[config.mk]
export PLATFORM = sky130hd
export DESIGN_NAME = multicycle_controller_flat
export DESIGN_NICKNAME = d
export VERILOG_FILES = /design/src/rtl/multicycle_controller_pkg.sv /design/src/rtl/multicycle_controller_if.sv /design/src/rtl/multicycle_controller_imm_src_decoder.sv /design/src/rtl/multicycle_controller.sv /design/src/flat_wrapper.sv
export SDC_FILE = /design/constraint.sdc
export NUM_CORES = 1
export LEC_CHECK = 0
export ABC_CLOCK_PERIOD_IN_PS = 1800
export BUFFER_PORTS_ARGS = -buffer_cell sky130_fd_sc_hd__clkbuf_2
export CELL_PAD_IN_SITES_DETAIL_PLACEMENT = 1
export CELL_PAD_IN_SITES_GLOBAL_PLACEMENT = 2
export CORE_MARGIN = 1
export CORE_UTILIZATION = 24
export DETAILED_ROUTE_END_ITERATION = 8
export HOLD_SLACK_MARGIN = 0.06
export PLACE_DENSITY_LB_ADDON = 0.1
export SETUP_SLACK_MARGIN = 0.05
export SLEW_MARGIN = 20
export SYNTH_ARGS = -nofsm -noshare
export SYNTH_HDL_FRONTEND = slang
export SYNTH_SLANG_ARGS = --single-unit
[constraint.sdc]
create_clock -name clk -period 1.8 [get_ports clk]
set_input_delay 0.36 -clock clk [delete_from_list [all_inputs] [get_ports clk]]
set_output_delay 0.36 -clock clk [all_outputs]
set_load 0.01 [all_outputs]
[src/rtl/multicycle_controller_pkg.sv]
// Shared types and encodings for the multicycle RISC-V control unit.
// The state encodings are visible on the debug port, so their values are fixed.
package riscv_ctrl_pkg;

  typedef enum logic [3:0] {
    S_FETCH    = 4'd0,
    S_DECODE   = 4'd1,
    S_MEMADR   = 4'd2,
    S_MEMREAD  = 4'd3,
    S_MEMWB    = 4'd4,
    S_MEMWRITE = 4'd5,
    S_EXECR    = 4'd6,
    S_ALUWB    = 4'd7,
    S_EXECI    = 4'd8,
    S_JAL      = 4'd9,
    S_BEQ      = 4'd10,
    S_TRAP     = 4'd11
  } state_t;

  localparam logic [6:0] OP_LW  = 7'b0000011;
  localparam logic [6:0] OP_SW  = 7'b0100011;
  localparam logic [6:0] OP_R   = 7'b0110011;
  localparam logic [6:0] OP_I   = 7'b0010011;
  localparam logic [6:0] OP_JAL = 7'b1101111;
  localparam logic [6:0] OP_BEQ = 7'b1100011;

  localparam logic [1:0] ALUOP_ADD   = 2'b00;
  localparam logic [1:0] ALUOP_SUB   = 2'b01;
  localparam logic [1:0] ALUOP_FUNCT = 2'b10;

  localparam logic [1:0] IMM_I = 2'b00;
  localparam logic [1:0] IMM_S = 2'b01;
  localparam logic [1:0] IMM_B = 2'b10;
  localparam logic [1:0] IMM_J = 2'b11;

  localparam logic [1:0] RES_ALUOUT    = 2'b00;
  localparam logic [1:0] RES_DATA      = 2'b01;
  localparam logic [1:0] RES_ALURESULT = 2'b10;

  localparam logic [1:0] SRCA_PC    = 2'b00;
  localparam logic [1:0] SRCA_OLDPC = 2'b01;
  localparam logic [1:0] SRCA_RD1   = 2'b10;

  localparam logic [1:0] SRCB_RD2  = 2'b00;
  localparam logic [1:0] SRCB_IMM  = 2'b01;
  localparam logic [1:0] SRCB_FOUR = 2'b10;

endpackage

[src/rtl/multicycle_controller_if.sv]
// Control bundle between the multicycle controller and the datapath.
// The master side is the controller: it reads op/zero/mem_ready and drives every enable and select.
interface multicycle_controller_if;

  logic [6:0] op;
  logic       zero;
  logic       mem_ready;

  logic       PCWrite;
  logic       AdrSrc;
  logic       MemWrite;
  logic       IRWrite;
  logic       RegWrite;
  logic [1:0] ResultSrc;
  logic [1:0] ALUSrcA;
  logic [1:0] ALUSrcB;
  logic [1:0] ALUOp;
  logic [1:0] ImmSrc;
  logic       retire;
  logic       illegal;
  logic [3:0] state;

  modport master (
    input  op, zero, mem_ready,
    output PCWrite, AdrSrc, MemWrite, IRWrite, RegWrite, ResultSrc,
           ALUSrcA, ALUSrcB, ALUOp, ImmSrc, retire, illegal, state
  );

  modport slave (
    output op, zero, mem_ready,
    input  PCWrite, AdrSrc, MemWrite, IRWrite, RegWrite, ResultSrc,
           ALUSrcA, ALUSrcB, ALUOp, ImmSrc, retire, illegal, state
  );

endinterface

[src/rtl/multicycle_controller_imm_src_decoder.sv]
// Immediate format select, decoded purely from the opcode and independent of FSM state.
module imm_src_decoder
  import riscv_ctrl_pkg::*;
(
  input  logic [6:0] op,
  output logic [1:0] ImmSrc
);

  always_comb begin
    ImmSrc = IMM_I;
    case (op)
      OP_SW:   ImmSrc = IMM_S;
      OP_BEQ:  ImmSrc = IMM_B;
      OP_JAL:  ImmSrc = IMM_J;
      default: ImmSrc = IMM_I;
    endcase
  end

endmodule

[src/rtl/multicycle_controller.sv]
// Moore control FSM for the shared multicycle RISC-V datapath (lw, sw, R, I, beq, jal).
// Outputs decode from the state register; only mem_ready/zero qualify a few strobes.
module multicycle_controller
  import riscv_ctrl_pkg::*;
(
  input  logic                      clk,
  input  logic                      reset,
  multicycle_controller_if.master   ctrl
);

  state_t state_q, state_d;

  logic pcUpdate;
  logic branch;
  logic irWrite;
  logic regWrite;
  logic memWrite;
  logic retireRaw;

  always_comb begin
    state_d = state_q;
    case (state_q)
      S_FETCH:    if (ctrl.mem_ready) state_d = S_DECODE;
      S_DECODE: begin
        case (ctrl.op)
          OP_LW, OP_SW: state_d = S_MEMADR;
          OP_R:         state_d = S_EXECR;
          OP_I:         state_d = S_EXECI;
          OP_JAL:       state_d = S_JAL;
          OP_BEQ:       state_d = S_BEQ;
          default:      state_d = S_TRAP;
        endcase
      end
      S_MEMADR: begin
        if (ctrl.op == OP_SW)      state_d = S_MEMWRITE;
        else if (ctrl.op == OP_LW) state_d = S_MEMREAD;
        else                       state_d = S_TRAP;
      end
      S_MEMREAD:  if (ctrl.mem_ready) state_d = S_MEMWB;
      S_MEMWB:    state_d = S_FETCH;
      S_MEMWRITE: if (ctrl.mem_ready) state_d = S_FETCH;
      S_EXECR:    state_d = S_ALUWB;
      S_EXECI:    state_d = S_ALUWB;
      S_JAL:      state_d = S_ALUWB;
      S_ALUWB:    state_d = S_FETCH;
      S_BEQ:      state_d = S_FETCH;
      S_TRAP:     state_d = S_TRAP;
      default:    state_d = S_FETCH;
    endcase
  end

  always_ff @(posedge clk) begin
    if (reset) state_q <= S_FETCH;
    else       state_q <= state_d;
  end

  always_comb begin
    pcUpdate       = 1'b0;
    branch         = 1'b0;
    irWrite        = 1'b0;
    regWrite       = 1'b0;
    memWrite       = 1'b0;
    retireRaw      = 1'b0;
    ctrl.AdrSrc    = 1'b0;
    ctrl.ResultSrc = RES_ALUOUT;
    ctrl.ALUSrcA   = SRCA_PC;
    ctrl.ALUSrcB   = SRCB_RD2;
    ctrl.ALUOp     = ALUOP_ADD;
    ctrl.illegal   = 1'b0;
    case (state_q)
      S_FETCH: begin
        ctrl.ALUSrcB   = SRCB_FOUR;
        ctrl.ResultSrc = RES_ALURESULT;
        irWrite        = ctrl.mem_ready;
        pcUpdate       = ctrl.mem_ready;
      end
      // Decode speculatively forms OldPC + imm for a possible branch or jump.
      S_DECODE: begin
        ctrl.ALUSrcA = SRCA_OLDPC;
        ctrl.ALUSrcB = SRCB_IMM;
      end
      S_MEMADR: begin
        ctrl.ALUSrcA = SRCA_RD1;
        ctrl.ALUSrcB = SRCB_IMM;
      end
      S_MEMREAD: ctrl.AdrSrc = 1'b1;
      S_MEMWB: begin
        ctrl.ResultSrc = RES_DATA;
        regWrite       = 1'b1;
        retireRaw      = 1'b1;
      end
      S_MEMWRITE: begin
        ctrl.AdrSrc = 1'b1;
        memWrite    = 1'b1;
        retireRaw   = ctrl.mem_ready;
      end
      S_EXECR: begin
        ctrl.ALUSrcA = SRCA_RD1;
        ctrl.ALUOp   = ALUOP_FUNCT;
      end
      S_EXECI: begin
        ctrl.ALUSrcA = SRCA_RD1;
        ctrl.ALUSrcB = SRCB_IMM;
        ctrl.ALUOp   = ALUOP_FUNCT;
      end
      S_JAL: begin
        ctrl.ALUSrcA = SRCA_OLDPC;
        ctrl.ALUSrcB = SRCB_FOUR;
        pcUpdate     = 1'b1;
      end
      S_ALUWB: begin
        regWrite  = 1'b1;
        retireRaw = 1'b1;
      end
      S_BEQ: begin
        ctrl.ALUSrcA = SRCA_RD1;
        ctrl.ALUOp   = ALUOP_SUB;
        branch       = 1'b1;
        retireRaw    = 1'b1;
      end
      S_TRAP:  ctrl.illegal = 1'b1;
      default: ;
    endcase
  end

  // Reset suppresses every architectural write even when the state is mid-instruction.
  assign ctrl.PCWrite  = ~reset & ((branch & ctrl.zero) | pcUpdate);
  assign ctrl.IRWrite  = ~reset & irWrite;
  assign ctrl.RegWrite = ~reset & regWrite;
  assign ctrl.MemWrite = ~reset & memWrite;
  assign ctrl.retire   = ~reset & retireRaw;
  assign ctrl.state    = state_q;

  imm_src_decoder uImmSrc (
    .op     (ctrl.op),
    .ImmSrc (ctrl.ImmSrc)
  );

endmodule

[src/flat_wrapper.sv]
// flat-port wrapper written by rule: the top's interface ports become plain ports
module multicycle_controller_flat import riscv_ctrl_pkg::*;
  (clk, reset, ctrl_op, ctrl_zero, ctrl_mem_ready, ctrl_PCWrite, ctrl_AdrSrc, ctrl_MemWrite, ctrl_IRWrite, ctrl_RegWrite, ctrl_ResultSrc, ctrl_ALUSrcA, ctrl_ALUSrcB, ctrl_ALUOp, ctrl_ImmSrc, ctrl_retire, ctrl_illegal, ctrl_state);
  multicycle_controller_if ctrl_i ();
  input  logic clk;
  input  logic reset;
  input wire logic [$bits(ctrl_i.op)-1:0] ctrl_op;
  input wire logic [$bits(ctrl_i.zero)-1:0] ctrl_zero;
  input wire logic [$bits(ctrl_i.mem_ready)-1:0] ctrl_mem_ready;
  output wire logic [$bits(ctrl_i.PCWrite)-1:0] ctrl_PCWrite;
  output wire logic [$bits(ctrl_i.AdrSrc)-1:0] ctrl_AdrSrc;
  output wire logic [$bits(ctrl_i.MemWrite)-1:0] ctrl_MemWrite;
  output wire logic [$bits(ctrl_i.IRWrite)-1:0] ctrl_IRWrite;
  output wire logic [$bits(ctrl_i.RegWrite)-1:0] ctrl_RegWrite;
  output wire logic [$bits(ctrl_i.ResultSrc)-1:0] ctrl_ResultSrc;
  output wire logic [$bits(ctrl_i.ALUSrcA)-1:0] ctrl_ALUSrcA;
  output wire logic [$bits(ctrl_i.ALUSrcB)-1:0] ctrl_ALUSrcB;
  output wire logic [$bits(ctrl_i.ALUOp)-1:0] ctrl_ALUOp;
  output wire logic [$bits(ctrl_i.ImmSrc)-1:0] ctrl_ImmSrc;
  output wire logic [$bits(ctrl_i.retire)-1:0] ctrl_retire;
  output wire logic [$bits(ctrl_i.illegal)-1:0] ctrl_illegal;
  output wire logic [$bits(ctrl_i.state)-1:0] ctrl_state;
  assign ctrl_i.op = ctrl_op;
  assign ctrl_i.zero = ctrl_zero;
  assign ctrl_i.mem_ready = ctrl_mem_ready;
  assign ctrl_PCWrite = ctrl_i.PCWrite;
  assign ctrl_AdrSrc = ctrl_i.AdrSrc;
  assign ctrl_MemWrite = ctrl_i.MemWrite;
  assign ctrl_IRWrite = ctrl_i.IRWrite;
  assign ctrl_RegWrite = ctrl_i.RegWrite;
  assign ctrl_ResultSrc = ctrl_i.ResultSrc;
  assign ctrl_ALUSrcA = ctrl_i.ALUSrcA;
  assign ctrl_ALUSrcB = ctrl_i.ALUSrcB;
  assign ctrl_ALUOp = ctrl_i.ALUOp;
  assign ctrl_ImmSrc = ctrl_i.ImmSrc;
  assign ctrl_retire = ctrl_i.retire;
  assign ctrl_illegal = ctrl_i.illegal;
  assign ctrl_state = ctrl_i.state;
  multicycle_controller u_core (.clk(clk), .reset(reset), .ctrl(ctrl_i));
endmodule
## After elaboration in Yosys (flattened, before gate mapping)

Cells that the tools add are included.

| cells by class | value |
|---|---|
| eq/ne operators | 20 |
| reductions and logical operators | 12 |
| bitwise gates (word level) | 8 |
| muxes and demuxes | 20 |

Operators by type and width:

| operator | number |
|---|---|
| $pmux 4 s7 | 1 |
| $mux 4 | 5 |
| $pmux 4 s5 | 1 |
| $eq 4x3->1 const B | 4 |
| $eq 4x4->1 const B | 4 |
| $pmux 2 s2 | 4 |
| $eq 7x6->1 const B | 2 |
| $eq 7x7->1 const B | 2 |
| $reduce_or 2->1 | 6 |
| $reduce_or 3->1 | 3 |
| $eq 4x2->1 const B | 2 |
| $eq 7x2->1 const B | 1 |
| $eq 7x5->1 const B | 1 |
| $and 1x1->1 | 6 |
| $mux 1 | 6 |
| $ne 2x2->1 const B | 3 |
| $pmux 2 s3 | 1 |
| $eq 4x1->1 const B | 1 |
| $logic_not 4->1 | 1 |
| $pmux 1 s2 | 2 |
| $reduce_or 4->1 | 1 |
| $reduce_and 3->1 | 1 |
| $not 1->1 | 1 |
| $or 1x1->1 | 1 |

| word-level totals | value |
|---|---|
| output and inout bits | 21 |
| word-level logic and storage cells | 61 |
| flip-flop bits (word level) | 4 |
| bits of input ports | 11 |

## Longest topological paths before layout

| depth | value |
|---|---|
| depth after elaboration | 5 |
| depth in mapped cells | 6 |
| depth with buffers taken out | 4 |

## Hierarchy

A second synthesis with hierarchy kept.

| second synthesis, totals | value |
|---|---|
| cell total of the unflattened synthesis | 97 |
| area total of the unflattened synthesis | 676.9 um^2 |

Modules (own cells, without submodules):

| module | times used | cells an instance | area each (um^2) |
|---|---|---|---|
| multicycle_controller | 1 | 91 | 633.1 |
| imm_src_decoder | 1 | 6 | 43.8 |

## Worst setup path after synthesis

Ideal clock, no wire load.

| path | value |
|---|---|
| path type | register to output |
| start | register u_core.state_q[2], in the netlist u_core.ctrl.state[2] |
| end | output port ctrl_PCWrite |
| setup slack | 0.176 ns |
| buffers on the path | 1 |
| data required time | 1.440 ns |
| data arrival time | 1.264 ns |
| stages on the path, launching flop included | 5 |
| path through | dfxtp_1 buf_6 nor4_2 and3_1 or2_1 |

| between the ends | value |
|---|---|
| longest elaborated chain between the ends | 5 |
| elaborated cells on any way between the ends | 8 |
| classes of those cells | eq/ne (2); mux (2); bitwise (3); reduce/logical (1) |

RTL lines:

| item | RTL line | source |
|---|---|---|
| from (decl) | multicycle_controller.sv:11 | `state_t state_q, state_d;` |
| from (signal assigned) | multicycle_controller.sv:54 | `else state_q <= state_d;` |
| $eq 4x4->1 | multicycle_controller.sv:70 | `case (state_q)` |
| $mux 1 | multicycle_controller.sv:70 |  |
| $and 1x1->1 | multicycle_controller.sv:127 | `assign ctrl.PCWrite = ~reset & ((branch & ctrl.zero) \| pcUpdate);` |
| $or 1x1->1 * | multicycle_controller.sv:127 |  |
| $and 1x1->1 * | multicycle_controller.sv:127 |  |
| to (decl) | flat_wrapper.sv:10 | `output wire logic [$bits(ctrl_i.PCWrite)-1:0] ctrl_PCWrite;` |

Every way passes the cells marked *; elsewhere a longest branch is shown, timed or not.

## Final worst setup path

| path | value |
|---|---|
| start | register u_core.state_q[0], in the netlist u_core.ctrl.state[0] |
| end | output port ctrl_PCWrite |

Same word-level chain as after synthesis.

==> flow_results.org <==
** GRT
- Initial antenna violation count :: 0
- Entering global routing, the biggest net connects 14 pins.
- Final global-route overflow total :: 0
- Overall global routing resource usage :: 15.2%
- Via count of the first global-routing pass :: 842
- Global-route wire length before repair :: 3910 um

** Run status
- The flow ran to the end, and the final reports show no timing, DRC or antenna violations.

** Placed design
- Input and output buffers added on the ports amount to 31.
- Placer's final routability congestion estimate :: 0.758
- Sum of net half-perimeters after detailed placement :: 1820 um
- Timing analysis after detailed placement gives a worst setup slack of 0.118 ns.

** STA
- Max Clock Skew :: 0.00344 ns
- At the pin with the least slew margin, the transition time is 0.276 ns.
- Counting I/O delays and the setup requirement, the final critical path takes 1.72 ns.
- Fraction of the cycle the final worst path needs :: 95.4%
- Measured against its own limit, the worst slew margin works out to 81.5%.
- Highest attainable clock frequency :: 0.582 GHz
- Slew Limit Fails :: 0
- Endpoints failing setup :: 0
- The hold violation total from the final report was 0.
- After layout, the worst setup slack is 0.0830 ns.
- Final sum of negative setup slack :: 0 ns
- RSZ-0062 raised after global routing :: yes

** Floorplan
- Count of boundary I/O pins :: 32
- FP Rows :: 19
- In this run the standard cell core region covers 2760 sq um.
- Measured along the x axis, the die boundary spans 56.2 um.
- Die area :: 3160 sq um
- Chip height :: 56.2 um
- Starting Density :: 25.5%

** Setup path
- The critical path in this run is classified as register to primary output.
- STA puts the critical path data required time at 1.44 ns.
- The worst register-to-register path has a depth of 6.
- Biggest fanout along the worst timing path :: 6
- The worst setup path is launched from a register.
- Worst reg2reg setup slack :: 0.29 ns
- For the worst setup path, the data arrival time is 1.36 ns.
- STA classifies the critical path endpoint as a primary output.
- Endpoint of the most critical register-to-register path :: u_core.ctrl.state[2]
- In this run the critical register-to-register path is launched from u_core.ctrl.state[1].

** Clocking
- In this run, post-CTS hold repair placed 0 buffers.
- Count of clock tree sinks :: 4
- Clock-pin slew was measured on the worst setup and hold paths at 0.04 ns.
- Number of buffers created by CTS :: 3
- H-tree lvl count :: 1
- The tree is rooted in a sky130_fd_sc_hd__clkbuf_4.
- Longest Clk Path Bufs :: 2
- TritonCTS built the clock tree.
- Source-to-sink clock delay at the later pin of the worst-skew pair :: 0.23 ns

** Synthesis
- Fraction of the yosys area taken by sequential cells :: 11.4%
- Number of library cell types mapped by synthesis :: 43
- Summing the areas of all compound-gate instances in the mapped netlist gives 28.1% of the synthesized area.
- Synthesis produced 97 cells.
- Warnings, synthesis :: 0
- Post-Synth XOR/XNOR Area :: 2.49%
- Synth Cell Area :: 704 sq um
- Adder-cell area share of the yosys netlist :: 0%
- After Yosys synthesis, and, or, nand and nor cells account for 41.9% of the synthesized area.
- Measured against the total synthesized area, the mux share comes to 6.04%.
- In the synthesized netlist the dominant register cell turns out to be sky130_fd_sc_hd__dfxtp_1.
- Counting flops with an async set or reset pin after synthesis yields a share of 0%.
- Yosys reg bits :: 4
- Main combinational cell family by area after synthesis :: simple AND/OR/NAND/NOR gates
- Net count of the mapped netlist :: 108
- Averaged over all synthesized cells, the footprint is 7.26 sq um.
- EDFF count, synth :: 0

** Drt
- In the routed design, unresolved DRC markers number 0.
- Final WL :: 2500 um
- Detail-routed via count per cell :: 5.18
- Post-detailed-route count of antenna-violating nets :: 0
- 1st-pass router iterations :: 4
- For this block, the initial DRC count from the detailed router was 6.
- The routed layout has 916 vias.
- Routed len/inst :: 14.1 um

** Power and ir drop
- Max rail drop VDD :: 0.765 mV
- P per Cell Area :: 1470 nW/um^2
- For this design the static power due to leakage is 0.000505 uW.
- After layout, the design draws a total of 1620 uW.

** Final layout
- The number of antenna diodes in the final layout is 0.
- In the final layout, the share of cells above drive strength 1 is 54.1%.
- The final layout contains 159 nets.
- Layout Area Growth over Synthesis :: 56.5%
- The register with the most flip-flops in the layout has 4 of them.
- Leaving out fill and tap cells, the most frequent cell in the layout is sky130_fd_sc_hd__clkbuf_2.
- In the layout the commonest cells are sky130_fd_sc_hd__clkbuf_2, sky130_fd_sc_hd__buf_4, sky130_fd_sc_hd__nand2b_1, sky130_fd_sc_hd__a21oi_1, sky130_fd_sc_hd__nor3_1.

** Flow run
- Max-cap violations in this run came to 0.

** Hold path
- Worst min path class :: input pin to register
- For hold timing, the worst endpoint is u_core.ctrl.state[1].
- Hold path cells :: 2
- In this run the most critical hold path is launched from reset.
[what timing repair did]
item	in CTS	in global routing
setup buffers	3	10
resized for setup	6	14
setup endpoints to repair	14	9
[synth_stat cells, types with 3 or more instances]
cell type,instances,area share [%]
sky130_fd_sc_hd__nand2b_1,12,11
sky130_fd_sc_hd__a21oi_1,9,6.4
sky130_fd_sc_hd__nor2_1,8,4.3
sky130_fd_sc_hd__nor3_1,8,5.7
sky130_fd_sc_hd__dfxtp_1,4,11
sky130_fd_sc_hd__nand2_1,4,2.1
sky130_fd_sc_hd__buf_2,3,2.1
sky130_fd_sc_hd__buf_6,3,4.8
sky130_fd_sc_hd__o21a_1,3,3.2
sky130_fd_sc_hd__o22ai_1,3,2.7
[cell families after synthesis]
kind of cell / count (synthesis)
mux: 4
buf+inv: 10
compound gates: 28
flops: 4
xor+xnor: 2
simple gates: 49
[per-stage QoR]
step	hold WS, ns	std cells	cell area (sq um)	util, %
3_3_place_gp	0.726	161	913	33.1
6_report	0.464	177	1100	40.0
5_1_grt	0.490	177	1100	40.0
4_1_cts	0.470	167	973	35.3
3_5_place_dp	0.716	161	913	33.1
2_1_floorplan	0.549	97	704	-
[report_power, final]
| part | total [uW] | switching [uW] | internal (uW) |
|---|---|---|---|
| logic | 1290 | 613 | 679 |
| clock network | 107 | 32.5 | 74.3 |
| registers | 221 | 80.0 | 141 |
[layer usage]
| layer | share of wire [%] | global-route usage [%] | wire (um) | vias up |
|---|---|---|---|---|
| met1 | 44 | 19.2 | 1100 | 437 |
| met2 | 53 | 27.7 | 1320 | 21 |
| met4 | 0 | 1.05 | 0 | 0 |
| met5 | 0 | 0 | 0 | - |
| li1 | - | - | - | 458 |
| met3 | 3.3 | 3.02 | 83 | 0 |
[layout make-up]
cell class	count	area, sq um
tap	31	38.8
multi-input combinational	83	596
sequential	4	95.1
timing repair buffer	55	347
fill	366	1660
inverter	1	3.75
clock buffer	3	22.5
[worst max-delay path, cell delays in order, from the launching register on]
cell	delay (ns)
sky130_fd_sc_hd__dfxtp_4	0.37
sky130_fd_sc_hd__and2b_2	0.24
sky130_fd_sc_hd__a21oi_1	0.15
sky130_fd_sc_hd__nor3_1	0.05
sky130_fd_sc_hd__or2_1	0.20
sky130_fd_sc_hd__clkbuf_2	0.12
[worst max path at each step]
stage	cells after the start	slack, ns	end	start
3_5_place_dp	5	0.12	ctrl_PCWrite	u_core.ctrl.state[0]
4_1_cts	5	0.002	ctrl_PCWrite	u_core.ctrl.state[0]
5_1_grt	5	0.006	ctrl_PCWrite	u_core.ctrl.state[0]
2_1_floorplan	4	0.18	ctrl_PCWrite	u_core.ctrl.state[2]
3_3_place_gp	5	0.13	ctrl_ALUOp[1]	u_core.ctrl.state[3]
6_report	5	0.08	ctrl_PCWrite	u_core.ctrl.state[0]
(Power assumes the default switching activity.)
